<file path="config.mk">
export PLATFORM = sky130hd
export DESIGN_NAME = shared_mem_arbiter_flat
export DESIGN_NICKNAME = d
export VERILOG_FILES = /design/src/rtl/shared_mem_arbiter_pkg.sv /design/src/rtl/shared_mem_arbiter_if.sv /design/src/rtl/shared_mem_arbiter_grant.sv /design/src/rtl/shared_mem_arbiter.sv /design/src/flat_wrapper.sv
export SDC_FILE = /design/constraint.sdc
export NUM_CORES = 1
export LEC_CHECK = 0
export ABC_AREA = 1
export BUFFER_PORTS_ARGS = -buffer_cell sky130_fd_sc_hd__buf_2
export CORE_AREA = 2 2 117 119
export CTS_BUF_LIST = sky130_fd_sc_hd__clkbuf_16
export DETAILED_ROUTE_END_ITERATION = 6
export DIE_AREA = 0 0 119 121
export SYNTH_ARGS = -nofsm -noshare
export SYNTH_HDL_FRONTEND = slang
export SYNTH_SLANG_ARGS = --single-unit
</file>
<file path="constraint.sdc">
create_clock -name clk -period 4.6 [get_ports clk]
set_input_delay 0.23 -clock clk [delete_from_list [all_inputs] [get_ports clk]]
set_output_delay 0.23 -clock clk [all_outputs]
set_load 0.01 [all_outputs]
</file>
<file path="src/rtl/shared_mem_arbiter_pkg.sv">
`default_nettype none
// ============================================================================
// Module      : shared_mem_arbiter_pkg
// Description : Owner encoding and requester indices shared by the arbiter.
// Revision    : 1.0 - initial release
// ============================================================================
package shared_mem_arbiter_pkg;

    typedef enum logic [1:0] {
        OWNER_IDLE = 2'b00,
        OWNER_CPU  = 2'b01,
        OWNER_DMA  = 2'b10
    } owner_e;

    localparam int c_REQ_CPU = 0;
    localparam int c_REQ_DMA = 1;
    localparam int c_NUM_REQ = 2;

endpackage : shared_mem_arbiter_pkg
`default_nettype wire

</file>
<file path="src/rtl/shared_mem_arbiter_if.sv">
`default_nettype none
// ============================================================================
// Module      : shared_mem_arbiter_if
// Description : CPU, DMA and memory-side signals of the shared memory arbiter.
// Revision    : 1.0 - initial release
// ============================================================================
interface shared_mem_arbiter_if #(
    parameter int ADDR_WIDTH = 32,
    parameter int DATA_WIDTH = 32
);
    logic                  cpu_req;
    logic                  cpu_we;
    logic [ADDR_WIDTH-1:0] cpu_adr;
    logic [DATA_WIDTH-1:0] cpu_wd;
    logic                  cpu_gnt;
    logic                  cpu_rvalid;
    logic [DATA_WIDTH-1:0] cpu_rdata;

    logic                  dma_req;
    logic                  dma_we;
    logic [ADDR_WIDTH-1:0] dma_adr;
    logic [DATA_WIDTH-1:0] dma_wd;
    logic                  dma_lock;
    logic                  dma_gnt;
    logic                  dma_rvalid;
    logic [DATA_WIDTH-1:0] dma_rdata;

    logic                  mem_we;
    logic [ADDR_WIDTH-1:0] mem_a;
    logic [DATA_WIDTH-1:0] mem_wd;
    logic [DATA_WIDTH-1:0] mem_rd;

    // Arbiter side: sees requests and memory read data, drives grants and memory
    modport slave (
        input  cpu_req, cpu_we, cpu_adr, cpu_wd,
        output cpu_gnt, cpu_rvalid, cpu_rdata,
        input  dma_req, dma_we, dma_adr, dma_wd, dma_lock,
        output dma_gnt, dma_rvalid, dma_rdata,
        output mem_we, mem_a, mem_wd,
        input  mem_rd
    );

    modport master (
        output cpu_req, cpu_we, cpu_adr, cpu_wd,
        input  cpu_gnt, cpu_rvalid, cpu_rdata,
        output dma_req, dma_we, dma_adr, dma_wd, dma_lock,
        input  dma_gnt, dma_rvalid, dma_rdata,
        input  mem_we, mem_a, mem_wd,
        output mem_rd
    );
endinterface : shared_mem_arbiter_if
`default_nettype wire

</file>
<file path="src/rtl/shared_mem_arbiter_grant.sv">
`default_nettype none
// ============================================================================
// Module      : arb_grant_logic
// Description : Combinational round-robin grant with hold limit and DMA lock.
// Revision    : 1.0 - initial release
// ============================================================================
module arb_grant_logic
    import shared_mem_arbiter_pkg::*;
#(
    parameter int MAX_HOLD  = 4,
    parameter int CPU_FIRST = 1,
    parameter int HOLD_W    = $clog2(MAX_HOLD + 1)
) (
    input  wire owner_e              i_owner,
    input  wire logic [HOLD_W-1:0]   i_hold_cnt,
    input  wire logic                i_lock_q,
    input  wire logic [c_NUM_REQ-1:0] i_reqs,
    input  wire logic                i_reset_n,
    output logic                     o_cpu_gnt,
    output logic                     o_dma_gnt
);
    localparam logic [HOLD_W-1:0] c_MAX_HOLD = HOLD_W'(MAX_HOLD);
    localparam logic              c_CPU_WINS = (CPU_FIRST != 0);

    logic w_cpu_req;
    logic w_dma_req;

    assign w_cpu_req = i_reqs[c_REQ_CPU];
    assign w_dma_req = i_reqs[c_REQ_DMA];

    always_comb begin
        o_cpu_gnt = 1'b0;
        o_dma_gnt = 1'b0;
        if (i_reset_n) begin
            if (i_lock_q && w_dma_req) begin
                o_dma_gnt = 1'b1;
            end else if (w_cpu_req && !w_dma_req) begin
                o_cpu_gnt = 1'b1;
            end else if (w_dma_req && !w_cpu_req) begin
                o_dma_gnt = 1'b1;
            end else if (w_cpu_req && w_dma_req) begin
                // Contention: current owner keeps the memory until its hold budget runs out
                case (i_owner)
                    OWNER_CPU: begin
                        o_cpu_gnt = (i_hold_cnt < c_MAX_HOLD);
                        o_dma_gnt = !(i_hold_cnt < c_MAX_HOLD);
                    end
                    OWNER_DMA: begin
                        o_dma_gnt = (i_hold_cnt < c_MAX_HOLD);
                        o_cpu_gnt = !(i_hold_cnt < c_MAX_HOLD);
                    end
                    default: begin
                        o_cpu_gnt = c_CPU_WINS;
                        o_dma_gnt = !c_CPU_WINS;
                    end
                endcase
            end
        end
    end
endmodule : arb_grant_logic
`default_nettype wire

</file>
<file path="src/rtl/shared_mem_arbiter.sv">
`default_nettype none
// ============================================================================
// Module      : shared_mem_arbiter
// Description : Shares one memory between CPU and DMA; registered read return.
// Revision    : 1.0 - initial release
// ============================================================================
module shared_mem_arbiter
    import shared_mem_arbiter_pkg::*;
#(
    parameter int ADDR_WIDTH = 32,
    parameter int DATA_WIDTH = 32,
    parameter int MAX_HOLD   = 4,
    parameter int CPU_FIRST  = 1
) (
    input  wire logic           clk,
    input  wire logic           reset,
    shared_mem_arbiter_if.slave bus
);
    localparam int                  c_HOLD_W   = $clog2(MAX_HOLD + 1);
    localparam logic [c_HOLD_W-1:0] c_MAX_HOLD = c_HOLD_W'(MAX_HOLD);
    localparam logic [c_HOLD_W-1:0] c_ONE      = c_HOLD_W'(1);

    owner_e                r_owner;
    owner_e                w_owner_nxt;
    logic [c_HOLD_W-1:0]   r_hold_cnt;
    logic [c_HOLD_W-1:0]   w_hold_nxt;
    logic [c_HOLD_W-1:0]   w_hold_inc;
    logic                  r_lock_q;
    logic                  w_lock_nxt;
    logic [c_NUM_REQ-1:0]  w_reqs;
    logic                  w_cpu_gnt;
    logic                  w_dma_gnt;
    logic                  w_mem_we;
    logic [ADDR_WIDTH-1:0] w_mem_a;
    logic [DATA_WIDTH-1:0] w_mem_wd;
    logic                  r_cpu_rvalid;
    logic [DATA_WIDTH-1:0] r_cpu_rdata;
    logic                  r_dma_rvalid;
    logic [DATA_WIDTH-1:0] r_dma_rdata;

    assign w_reqs[c_REQ_CPU] = bus.cpu_req;
    assign w_reqs[c_REQ_DMA] = bus.dma_req;

    arb_grant_logic #(
        .MAX_HOLD  (MAX_HOLD),
        .CPU_FIRST (CPU_FIRST),
        .HOLD_W    (c_HOLD_W)
    ) u_grant (
        .i_owner    (r_owner),
        .i_hold_cnt (r_hold_cnt),
        .i_lock_q   (r_lock_q),
        .i_reqs     (w_reqs),
        .i_reset_n  (reset),
        .o_cpu_gnt  (w_cpu_gnt),
        .o_dma_gnt  (w_dma_gnt)
    );

    always_ff @(posedge clk or negedge reset) begin
        if (!reset) begin
            r_owner    <= OWNER_IDLE;
            r_hold_cnt <= '0;
            r_lock_q   <= 1'b0;
        end else begin
            r_owner    <= w_owner_nxt;
            r_hold_cnt <= w_hold_nxt;
            r_lock_q   <= w_lock_nxt;
        end
    end

    // Hold count saturates so a long uncontested run still yields at the next contention
    assign w_hold_inc = (r_hold_cnt < c_MAX_HOLD) ? r_hold_cnt + c_ONE : r_hold_cnt;

    always_comb begin
        w_owner_nxt = OWNER_IDLE;
        w_hold_nxt  = '0;
        w_lock_nxt  = w_dma_gnt & bus.dma_lock;
        if (w_cpu_gnt) begin
            w_owner_nxt = OWNER_CPU;
            w_hold_nxt  = (r_owner == OWNER_CPU) ? w_hold_inc : c_ONE;
        end else if (w_dma_gnt) begin
            w_owner_nxt = OWNER_DMA;
            w_hold_nxt  = (r_owner == OWNER_DMA) ? w_hold_inc : c_ONE;
        end
    end

    always_comb begin
        w_mem_we = 1'b0;
        w_mem_a  = {ADDR_WIDTH{1'b0}};
        w_mem_wd = {DATA_WIDTH{1'b0}};
        if (w_cpu_gnt) begin
            w_mem_we = bus.cpu_we;
            w_mem_a  = bus.cpu_adr;
            w_mem_wd = bus.cpu_wd;
        end else if (w_dma_gnt) begin
            w_mem_we = bus.dma_we;
            w_mem_a  = bus.dma_adr;
            w_mem_wd = bus.dma_wd;
        end
    end

    // Read data is captured only on granted reads and otherwise held for the requester
    always_ff @(posedge clk or negedge reset) begin
        if (!reset) begin
            r_cpu_rvalid <= 1'b0;
            r_cpu_rdata  <= '0;
            r_dma_rvalid <= 1'b0;
            r_dma_rdata  <= '0;
        end else begin
            r_cpu_rvalid <= w_cpu_gnt & ~bus.cpu_we;
            r_dma_rvalid <= w_dma_gnt & ~bus.dma_we;
            if (w_cpu_gnt && !bus.cpu_we) begin
                r_cpu_rdata <= bus.mem_rd;
            end
            if (w_dma_gnt && !bus.dma_we) begin
                r_dma_rdata <= bus.mem_rd;
            end
        end
    end

    assign bus.cpu_gnt    = w_cpu_gnt;
    assign bus.dma_gnt    = w_dma_gnt;
    assign bus.mem_we     = w_mem_we;
    assign bus.mem_a      = w_mem_a;
    assign bus.mem_wd     = w_mem_wd;
    assign bus.cpu_rvalid = r_cpu_rvalid;
    assign bus.cpu_rdata  = r_cpu_rdata;
    assign bus.dma_rvalid = r_dma_rvalid;
    assign bus.dma_rdata  = r_dma_rdata;
endmodule : shared_mem_arbiter
`default_nettype wire

</file>
<file path="src/flat_wrapper.sv">
// flat-port wrapper written by rule: the top's interface ports become plain ports
module shared_mem_arbiter_flat import shared_mem_arbiter_pkg::*;
#(
    parameter int ADDR_WIDTH = 32,
    parameter int DATA_WIDTH = 32,
    parameter int MAX_HOLD   = 4,
    parameter int CPU_FIRST  = 1
)
  (clk, reset, bus_cpu_req, bus_cpu_we, bus_cpu_adr, bus_cpu_wd, bus_cpu_gnt, bus_cpu_rvalid, bus_cpu_rdata, bus_dma_req, bus_dma_we, bus_dma_adr, bus_dma_wd, bus_dma_lock, bus_dma_gnt, bus_dma_rvalid, bus_dma_rdata, bus_mem_we, bus_mem_a, bus_mem_wd, bus_mem_rd);
  shared_mem_arbiter_if #(.ADDR_WIDTH(ADDR_WIDTH), .DATA_WIDTH(DATA_WIDTH)) bus_i ();
  input  wire logic clk;
  input  wire logic reset;
  input wire logic [$bits(bus_i.cpu_req)-1:0] bus_cpu_req;
  input wire logic [$bits(bus_i.cpu_we)-1:0] bus_cpu_we;
  input wire logic [$bits(bus_i.cpu_adr)-1:0] bus_cpu_adr;
  input wire logic [$bits(bus_i.cpu_wd)-1:0] bus_cpu_wd;
  output wire logic [$bits(bus_i.cpu_gnt)-1:0] bus_cpu_gnt;
  output wire logic [$bits(bus_i.cpu_rvalid)-1:0] bus_cpu_rvalid;
  output wire logic [$bits(bus_i.cpu_rdata)-1:0] bus_cpu_rdata;
  input wire logic [$bits(bus_i.dma_req)-1:0] bus_dma_req;
  input wire logic [$bits(bus_i.dma_we)-1:0] bus_dma_we;
  input wire logic [$bits(bus_i.dma_adr)-1:0] bus_dma_adr;
  input wire logic [$bits(bus_i.dma_wd)-1:0] bus_dma_wd;
  input wire logic [$bits(bus_i.dma_lock)-1:0] bus_dma_lock;
  output wire logic [$bits(bus_i.dma_gnt)-1:0] bus_dma_gnt;
  output wire logic [$bits(bus_i.dma_rvalid)-1:0] bus_dma_rvalid;
  output wire logic [$bits(bus_i.dma_rdata)-1:0] bus_dma_rdata;
  output wire logic [$bits(bus_i.mem_we)-1:0] bus_mem_we;
  output wire logic [$bits(bus_i.mem_a)-1:0] bus_mem_a;
  output wire logic [$bits(bus_i.mem_wd)-1:0] bus_mem_wd;
  input wire logic [$bits(bus_i.mem_rd)-1:0] bus_mem_rd;
  assign bus_i.cpu_req = bus_cpu_req;
  assign bus_i.cpu_we = bus_cpu_we;
  assign bus_i.cpu_adr = bus_cpu_adr;
  assign bus_i.cpu_wd = bus_cpu_wd;
  assign bus_cpu_gnt = bus_i.cpu_gnt;
  assign bus_cpu_rvalid = bus_i.cpu_rvalid;
  assign bus_cpu_rdata = bus_i.cpu_rdata;
  assign bus_i.dma_req = bus_dma_req;
  assign bus_i.dma_we = bus_dma_we;
  assign bus_i.dma_adr = bus_dma_adr;
  assign bus_i.dma_wd = bus_dma_wd;
  assign bus_i.dma_lock = bus_dma_lock;
  assign bus_dma_gnt = bus_i.dma_gnt;
  assign bus_dma_rvalid = bus_i.dma_rvalid;
  assign bus_dma_rdata = bus_i.dma_rdata;
  assign bus_mem_we = bus_i.mem_we;
  assign bus_mem_a = bus_i.mem_a;
  assign bus_mem_wd = bus_i.mem_wd;
  assign bus_i.mem_rd = bus_mem_rd;
  shared_mem_arbiter #(.ADDR_WIDTH(ADDR_WIDTH), .DATA_WIDTH(DATA_WIDTH), .MAX_HOLD(MAX_HOLD), .CPU_FIRST(CPU_FIRST)) u_core (.clk(clk), .reset(reset), .bus(bus_i));
endmodule
</file>
## Word-level counts from Yosys, hierarchy flattened

Index checks and enable logic that the tools add are counted.

- Register bits after elaboration: 72
- Input port bits: 167
- Output and inout port bits: 133
- Word-level logic and storage cells: 52

- Add/subtract/negate cells: 1
- Order comparisons: 1
- Eq/ne operators: 2
- Mux-type cells: 25
- Bitwise logic cells: 5
- Reductions and logical operators: 11

Operators by type and width:

| kind | number |
|---|---|
| 32-bit two-way mux | 4 |
| 3-bit two-way mux | 5 |
| 1-bit two-way mux | 12 |
| 1-bit logical AND | 6 |
| 1-bit zero test | 5 |
| 2-bit two-way mux | 2 |
| 1-bit one-hot mux with 2 select lines | 2 |
| 3-bit by 1-bit adder with 3-bit output (second input constant) | 1 |
| 1-bit AND | 3 |
| 3-bit < comparator (second input constant) | 1 |
| 2-bit by 1-bit == test with 1-bit output (second input constant) | 1 |
| 2-bit == test (second input constant) | 1 |
| 1-bit inverter | 2 |

## Longest topological paths before layout

Gate-level depths: netlist of the first run.

- Depth in word-level cells: 10
- Depth in mapped cells: 9
- Mapped depth without buffers: 8

## By module

A second synthesis of the first run with hierarchy kept.

- Cell total of the unflattened synthesis: 506
- Area, all modules: 3603.5 um^2

By module, submodules not included:

| module | instances | cells each | area an instance (um^2) | seq. area each (um^2) |
|---|---|---|---|---|
| shared_mem_arbiter | 1 | 484 | 3502.1 | 1801.7 |
| arb_grant_logic | 1 | 22 | 101.3 | 0.0 |

## Worst setup path after synthesis of the first run

Ideal clock, no wire load.

- Kind: reg-to-output
- Start: register u_core.r_owner[0]
- End: output bus_mem_wd[22]
- Arrival time: 1.420 ns
- Slack: 2.950 ns
- Cell stages (with the launch flop): 10
- Cells stage by stage: dfrtp_1 > inv_1 > ha_1 > nor2_1 > nand3_2 > nand2_2 > buf_6 > buf_6 > nand3_1 > nand2_1

- Longest elaborated chain between the ends: 9
- Elaborated cells on any way between the ends: 16

RTL lines:

| element | RTL line | source |
|---|---|---|
| start, declared | shared_mem_arbiter.sv:23 | `owner_e r_owner;` |
| start signal, assigned | shared_mem_arbiter.sv:64 | `r_owner <= w_owner_nxt;` |
| 2-bit == test or 2-bit by 1-bit == test with 1-bit output (tied branches) | shared_mem_arbiter_grant.sv:43 | `case (i_owner)` |
| 1-bit one-hot mux with 2 select lines | shared_mem_arbiter_grant.sv:43 |  |
| 1-bit two-way mux | shared_mem_arbiter_grant.sv:41 | `end else if (w_cpu_req && w_dma_req) begin` |
| 1-bit two-way mux | shared_mem_arbiter_grant.sv:39 | `end else if (w_dma_req && !w_cpu_req) begin` |
| 1-bit two-way mux | shared_mem_arbiter_grant.sv:37 | `end else if (w_cpu_req && !w_dma_req) begin` |
| 1-bit two-way mux | shared_mem_arbiter_grant.sv:35 | `if (i_lock_q && w_dma_req) begin` |
| 1-bit two-way mux | shared_mem_arbiter_grant.sv:34 | `if (i_reset_n) begin` |
| 32-bit two-way mux | shared_mem_arbiter.sv:94 | `end else if (w_dma_gnt) begin` |
| 32-bit two-way mux (*) | shared_mem_arbiter.sv:90 | `if (w_cpu_gnt) begin` |
| end, declared | flat_wrapper.sv:30 | `output wire logic [$bits(bus_i.mem_wd)-1:0] bus_mem_wd;` |

Mark *: on every way between the ends. The rest lies on a longest branch, timed or not.

## Worst setup path after layout of the first run

- Start: input reset
- End: output bus_mem_wd[25]

- Longest elaborated chain between the ends: 3
- Elaborated cells on any way between the ends: 4

RTL lines:

| element | RTL line | source |
|---|---|---|
| start, declared | flat_wrapper.sv:12 | `input wire logic reset;` |
| 1-bit two-way mux | shared_mem_arbiter_grant.sv:34 |  |
| 32-bit two-way mux | shared_mem_arbiter.sv:94 |  |
| 32-bit two-way mux (*) | shared_mem_arbiter.sv:90 |  |

Marks and branches as above.

==> results of run 1 <==
-- worst reg2reg max path, cell delays in order (launching register included) --
cell and delay [ps]:
sky130_fd_sc_hd__dfrtp_1 370, sky130_fd_sc_hd__inv_1 70, sky130_fd_sc_hd__ha_1 190, sky130_fd_sc_hd__nand2_1 110, sky130_fd_sc_hd__nand4_2 710, sky130_fd_sc_hd__nand3_2 880, sky130_fd_sc_hd__nand2_1 160, sky130_fd_sc_hd__nand2_1 100
-- power by group through the flow --
| stage | combinational [mW] | sequential (mW) | clock (mW) |
|---|---|---|---|
| final | 0.564 | 0.811 | 0.698 |
| after global routing | 0.633 | 0.826 | 0.743 |
| after CTS | 0.573 | 0.811 | 0.717 |
| after detailed placement | 0.572 | 0.821 | 0 |
| after global placement | 0.567 | 0.820 | 0 |
| after floorplan | 0.218 | 0.875 | 0 |
-- stage by stage --
stage / worst slack, ps / instances / area (um2) / util (%) / hold slack, ps
3_5_place_dp: 1930 / 998 / 5530 / 42.2 / 137
6_report: 1590 / 1015 / 5830 / 44.6 / 113
4_1_cts: 1590 / 1015 / 5830 / 44.6 / 103
2_1_floorplan: 2950 / 559 / 4010 / - / -65.6
3_3_place_gp: 2030 / 998 / 5530 / 42.2 / 140
5_1_grt: 1350 / 1015 / 5830 / 44.6 / 116
-- synth_stat cells --
library cell | number | area share [%]
sky130_fd_sc_hd__a21oi_2 | 1 | 0.22
sky130_fd_sc_hd__buf_2 | 27 | 3.4
sky130_fd_sc_hd__buf_4 | 7 | 1.3
sky130_fd_sc_hd__buf_6 | 3 | 0.84
sky130_fd_sc_hd__clkbuf_1 | 4 | 0.37
sky130_fd_sc_hd__dfrtp_1 | 72 | 45
sky130_fd_sc_hd__ha_1 | 5 | 1.6
sky130_fd_sc_hd__inv_1 | 43 | 4.0
sky130_fd_sc_hd__inv_2 | 5 | 0.47
sky130_fd_sc_hd__nand2_1 | 243 | 23
sky130_fd_sc_hd__nand2_2 | 1 | 0.16
sky130_fd_sc_hd__nand3_1 | 69 | 8.6
sky130_fd_sc_hd__nand3_2 | 2 | 0.50
sky130_fd_sc_hd__nand4_1 | 32 | 5.0
sky130_fd_sc_hd__nand4_2 | 1 | 0.31
sky130_fd_sc_hd__nor2_1 | 9 | 0.84
sky130_fd_sc_hd__nor2_4 | 1 | 0.28
sky130_fd_sc_hd__o21ai_0 | 1 | 0.12
sky130_fd_sc_hd__o21ai_1 | 32 | 4.0
sky130_fd_sc_hd__xor2_1 | 1 | 0.22
-- worst paths after layout --
kind                       slack, ps  depth (start not counted)                       end               startpoint
max                             1590                          9            bus_mem_wd[25]                    reset
min                              110                          3           u_core.r_lock_q             bus_dma_lock
max reg2reg                     1950                          7  u_core.bus.dma_rdata[31]        u_core.r_owner[1]
min reg2reg                      460                          2   u_core.bus.dma_rdata[6]  u_core.bus.dma_rdata[6]
max in group asynchronous       3180                          3   u_core.bus.dma_rdata[3]                    reset
min in group asynchronous        330                          2           u_core.r_lock_q                    reset
-- flip-flops by register name, indices dropped and copies added, names as in the netlist --
register / flops
u_core.bus.cpu_rvalid: 1
u_core.r_hold_cnt: 3
u_core.r_lock_q: 1
u_core.r_owner: 2
u_core.bus.cpu_rdata: 32
u_core.bus.dma_rvalid: 1
u_core.bus.dma_rdata: 32
-- final cells by class --
class	instances	share of cell area, %
Sequential cell	72	30.9
Timing Repair Buffer	305	26.5
Multi-Input combinational cell	398	30.7
Clock buffer	9	3.86
Inverter	48	3.09
Tap cell	176	3.77
Clock inverter	7	1.22
-- per-layer routing --
metal,global-route usage (%),vias to the layer above,share of wire [%]
met5,0,-,0.085
met4,4.61,2,1.6
met3,7.47,19,8.7
met2,34.5,195,46
met1,27.5,2085,44
li1,-,2327,-
-- layout by cell type (no fill, tap or decap), types with 2 or more instances in the layout --
cell	n
sky130_fd_sc_hd__buf_2	299
sky130_fd_sc_hd__buf_4	5
sky130_fd_sc_hd__clkbuf_16	9
sky130_fd_sc_hd__clkinvlp_4	2
sky130_fd_sc_hd__dfrtp_1	72
sky130_fd_sc_hd__ha_1	5
sky130_fd_sc_hd__inv_1	44
sky130_fd_sc_hd__inv_2	5
sky130_fd_sc_hd__nand2_1	243
sky130_fd_sc_hd__nand3_1	68
sky130_fd_sc_hd__nand3_2	3
sky130_fd_sc_hd__nand4_1	32
sky130_fd_sc_hd__nor2_1	9
sky130_fd_sc_hd__o21ai_1	32
-- cell families (layout without fill, tap and decap cells) --
group,Yosys count,in the layout,share of synthesized area [%]
DFF,72,72,45.0
buffers and inverters,89,369,10.4
and+or+nand+nor,358,358,38.5
AOI/OAI and AO/OA,34,34,4.34
adders and majority gates,5,5,1.56
xor gates and xnor gates,1,1,0.219
==> results_dict.tcl, run 1 <==
set metrics [dict create \
    status "complete, no violations" \
    wl_um 15300 \
    grt_overflow 0 \
    swShare_pct 32.5 \
    antenna_violations_before_repair 1 \
    max_cap_viol_count 0 \
    total_die_area_mm2 0.0144 \
    slew_violations 0 \
    worst_setup_skew_after_layout_ps 6.53 \
    cts_resized 0 \
    timing_hold_violations_final 0 \
    arrival_ps 2780 \
    hpwlAfterDp_um 11900 \
    design_power_total_mw 2.07 \
    num_vias 4628 \
    netlist_area_pre_place_mm2 0.00401 \
    tightest_slew_ps 1170 \
    tns_ps 0 \
    route.detailed.vias_per_inst 4.56 \
    boundaryPins 300 \
    clk_pin_slew_ps 60 \
    seq_power_share_pct 39.1 \
    max_stage_delay_on_crit_path_ps 820 \
    chipHeight_um 121 \
    portBuffers 299 \
    cell_variety_after_synth 20 \
    final_setup_fails 0 \
    final-seq-area_mm2 0.00180 \
    timing.setup.critical_path_class "in2out" \
    detailedRoute.firstPassIterationCount 4 \
    cts_setup_buffers 0 \
    ys_seq_elements 72 \
    drc 0 \
    timing.hold.worst.class "in2reg" \
    power.density_mw_per_mm2 355 \
    insertedDiodeCount 0 \
    ctsHtreeMaxLevel 3 \
    design.core.area_mm2 0.0131 \
    ctsRootBufferMaster "sky130_fd_sc_hd__clkbuf_16" \
    worstPathRequired_ps 4370 \
    rsz0062_at_grt "no" \
    cts_tree "built" \
    detail-route-antenna-nets 0 \
    power_report.internal_total_mw 1.40 \
    layout-area-overhead-vs-synth_pct 45.7 \
    drive_above_1_share_pct 39.5 \
    finalWeightedCongestion 0.842 \
    critPathLaunchType "primary input" \
    cp_common_cell "sky130_fd_sc_hd__nand2_1" \
    holdBufCountCts 1 \
    global_route_wire_length_before_repair_um 23900 \
    number_of_buffers_added_by_the_clock_tree_synthesis_step 9 \
    fmax_mhz 332 \
    min_period_ps 3010 \
    crit_path_cell_trace "dlygate4sd3_1 -> buf_2 -> nand2_1 -> a21oi_2 -> nand2_2 -> inv_2 -> nand2_1 -> nand2_1 -> buf_2" \
    grt_start_max_net_pins 72 \
    initial_utilization_pct 30.6 \
    timing.slew.headroom_pct 22.2 \
    ir_worst_vdd_mv 0.169 \
    clock_insertion_delay_worst_skew_ps 330 \
    fillCellCount 1430 \
    grt_pass1_vias 4368 \
    clock_power_share_pct 33.7 \
    post_synth_inst_count 559 \
    finalCritPeriodShare_pct 65.4 \
    cpMaxStageDelayCell "sky130_fd_sc_hd__inv_2" \
    die_w_um 119 \
    clock_tree.buffer_depth 2 \
    drt_iter0_drc 311 \
    multi_input_comb_area_mm2 0.00179 \
    critPathBufInv 4 \
    synth.yosys.seq_area_share_pct 45.0 \
    wire_per_inst_um 15.1 \
    worst_path_dominant_cell_family "buffers and inverters" \
    power_switching_uw 674 \
    clock_sinks 72 \
    path_max_fanout 71 \
    share_comb_of_total_power_pct 27.2 \
    synthesized_area_per_cell_um2 7.16 \
    p_leak_nw 3.66 \
    finish.net_count 1006 \
    type_of_destination_of_the_critical_path "output pin" \
    synthesis.yosys.warnings 0 \
    postSynthNetCount 731 \
    grt_usage_pct 21.3 \
    core.rowCount 42 \
]
No activity file was read; power rests on OpenSTA's default activity.
==> inputs of run 2 (changes only) <==
CORE_AREA = 2 2 118 120   (was 2 2 117 119)
DIE_AREA = 0 0 120 122   (was 0 0 119 121)
clock period = 2.91 ns   (was 4.6 ns; I/O delays follow)
==> run 2 against run 1 <==
Net effect:
- sequential cell count is the same
- core utilization down 0.79 points
- clock skew grew 1.0 ps
- final cell count up 0.79%
- global-route usage rose by 2.0 points
- largest power group unchanged
- combinational power rose by 61%
- highest routed layer unchanged
- die area is 1.7% higher
- largest cell class unchanged
- sequential power grew 58%
- via count rose by 1.9%
- register-to-register slack worse by 970 ps
- clock-buffer cell count is the same
==> results_dict.tcl, run 2 (synthesis results as in run 1) <==
set metrics [dict create \
    portBuffers 299 \
    drive_above_1_share_pct 39.8 \
    ctsRootBufferMaster "sky130_fd_sc_hd__clkbuf_16" \
    detail-route-antenna-nets 0 \
    finalCritPeriodShare_pct 91.5 \
    clock_tree.buffer_depth 2 \
    critPathLaunchType "flip-flop" \
    swShare_pct 31.0 \
    route.detailed.vias_per_inst 4.61 \
    cts_tree "built" \
    core.rowCount 43 \
    placement.cell_area_mm2 0.00557 \
    post-route-cell-area_mm2 0.00591 \
    global_route_wire_length_before_repair_um 25400 \
    drt_iter0_drc 435 \
    critPathCapture "bus_mem_wd[29]" \
    timing.setup.critical_path_class "reg2out" \
    boundaryPins 300 \
    slew_violations 0 \
    r2r-end "u_core.r_hold_cnt[1]" \
    timing.hold.worst.class "in2reg" \
    number_of_buffers_added_by_the_clock_tree_synthesis_step 9 \
    finish.net_count 1009 \
    antenna_violations_before_repair 3 \
    tns_ps 0 \
    p_leak_nw 3.70 \
    layout.cells.most_common_list "sky130_fd_sc_hd__buf_2, sky130_fd_sc_hd__nand2_1, sky130_fd_sc_hd__dfrtp_1" \
    power_report.internal_total_mw 2.39 \
    die_w_um 120 \
    power.density_mw_per_mm2 586 \
    initial_utilization_pct 29.7 \
    ctsHtreeMaxLevel 3 \
    worst-r2r-cell-count 8 \
    worst_setup_skew_after_layout_ps 7.55 \
    clock_power_share_pct 36.9 \
    wire_per_inst_um 16.9 \
    drc 0 \
    reg2reg_from "u_core.r_owner[0]" \
    ir_worst_vdd_mv 0.268 \
    design.core.area_mm2 0.0135 \
    clock_sinks 72 \
    dp_slack_ps 593 \
    wl_um 17300 \
    hold-worst-slack_ps 21.7 \
    status "complete, no violations" \
    layout_commonest_cell "sky130_fd_sc_hd__buf_2" \
    timing_hold_violations_final 0 \
    clock_insertion_delay_worst_skew_ps 330 \
    num_vias 4716 \
    timing.slew.headroom_pct 37.9 \
    clk_pin_slew_ps 60 \
    finalWeightedCongestion 0.824 \
    arrival_ps 2520 \
    worstPathRequired_ps 2760 \
    chipHeight_um 122 \
    grt_pass1_vias 4256 \
    worst_setup_path_startpoint "u_core.r_owner[0]" \
    max_cap_viol_count 0 \
    grt_start_max_net_pins 73 \
    rsz0062_at_grt "no" \
    hpwlAfterDp_um 13300 \
    cts_setup_buffers 0 \
    seq_power_share_pct 36.9 \
    total_die_area_mm2 0.0146 \
    layout-area-overhead-vs-synth_pct 47.7 \
    final_setup_fails 0 \
    min_period_ps 2660 \
    path_max_fanout 68 \
    final_critical_path_setup_slack_ps 246 \
    detailedRoute.firstPassIterationCount 5 \
    fmax_mhz 375 \
    grt_usage_pct 23.3 \
    power_switching_mw 1.08 \
    rrSetupSlack_ps 980 \
    share_comb_of_total_power_pct 26.1 \
    grt_overflow 0 \
    tightest_slew_ps 932 \
    type_of_destination_of_the_critical_path "output pin" \
]
## run 2: cell types whose count changed in the layout (fill, tap and decap cells not counted), sizes merged
cell         before  now
buf             304  308
bufinv            1    3
clkinv            2    0
clkinvlp          2    1
diode             0    1
dlygate4sd3       1    0
inv              50   51
## run 2: worst max-delay path, stage by stage (launching register included)
cell	delay, ps
sky130_fd_sc_hd__dfrtp_1	370
sky130_fd_sc_hd__inv_1	70
sky130_fd_sc_hd__ha_1	290
sky130_fd_sc_hd__nor2_1	130
sky130_fd_sc_hd__nand3_2	100
sky130_fd_sc_hd__nand2_2	100
sky130_fd_sc_hd__buf_4	580
sky130_fd_sc_hd__nand3_1	310
sky130_fd_sc_hd__nand2_1	120
sky130_fd_sc_hd__buf_2	130
## run 2: final cells by class
type | instances | area (um2)
Fill cell | 1438 | 7590
Sequential cell | 72 | 1800
Multi-Input combinational cell | 398 | 1790
Timing Repair Buffer | 308 | 1570
Clock buffer | 9 | 225
Tap cell | 180 | 225
Inverter | 48 | 183
Clock inverter | 7 | 119
Antenna cell | 1 | 2.50
## run 2: timing repair
| item | CTS | global route |
|---|---|---|
| endpoints found under the setup margin | 0 | 1 |
| gates resized for setup | 0 | 2 |
| hold buffers | 0 | 0 |
## run 2: power groups by stage
| stage | Combinational [mW] | Clock [mW] | Sequential, mW |
|---|---|---|---|
| detailed placement | 0.917 | 0 | 1.30 |
| global placement | 0.914 | 0 | 1.29 |
| CTS | 0.920 | 1.30 | 1.28 |
| finish | 0.906 | 1.28 | 1.28 |
| global route | 1.02 | 1.35 | 1.30 |
| floorplan | 0.344 | 0 | 1.38 |
## run 2: per-layer routing
layer  up-vias  track usage (%)  share of wire (%)
li1       2334                -                  -
met2       217             35.2                 44
met1      2146             31.9                 44
met3        15             8.85                 11
met5         -                0               0.16
met4         4             4.56               0.83
## run 2: worst min path at each step
stage,startpoint,endpoint,slack (ps),cells past startpoint
final,bus_dma_lock,u_core.r_lock_q,20,3
after global routing,bus_dma_lock,u_core.r_lock_q,40,3
after CTS,bus_dma_lock,u_core.r_lock_q,8,3
after detailed placement,bus_dma_lock,u_core.r_lock_q,360,3
after global placement,bus_dma_lock,u_core.r_lock_q,360,3
after floorplan,reset,u_core.bus.cpu_rdata[0],-150,0
## run 2: stage by stage
stage	std cells	utilization [%]	power (mW)
5_1_grt	1022	43.8	3.67
3_3_place_gp	1006	41.2	2.20
4_1_cts	1022	43.8	3.50
3_5_place_dp	1006	41.2	2.21
2_1_floorplan	559	-	1.73
6_report	1023	43.8	3.47
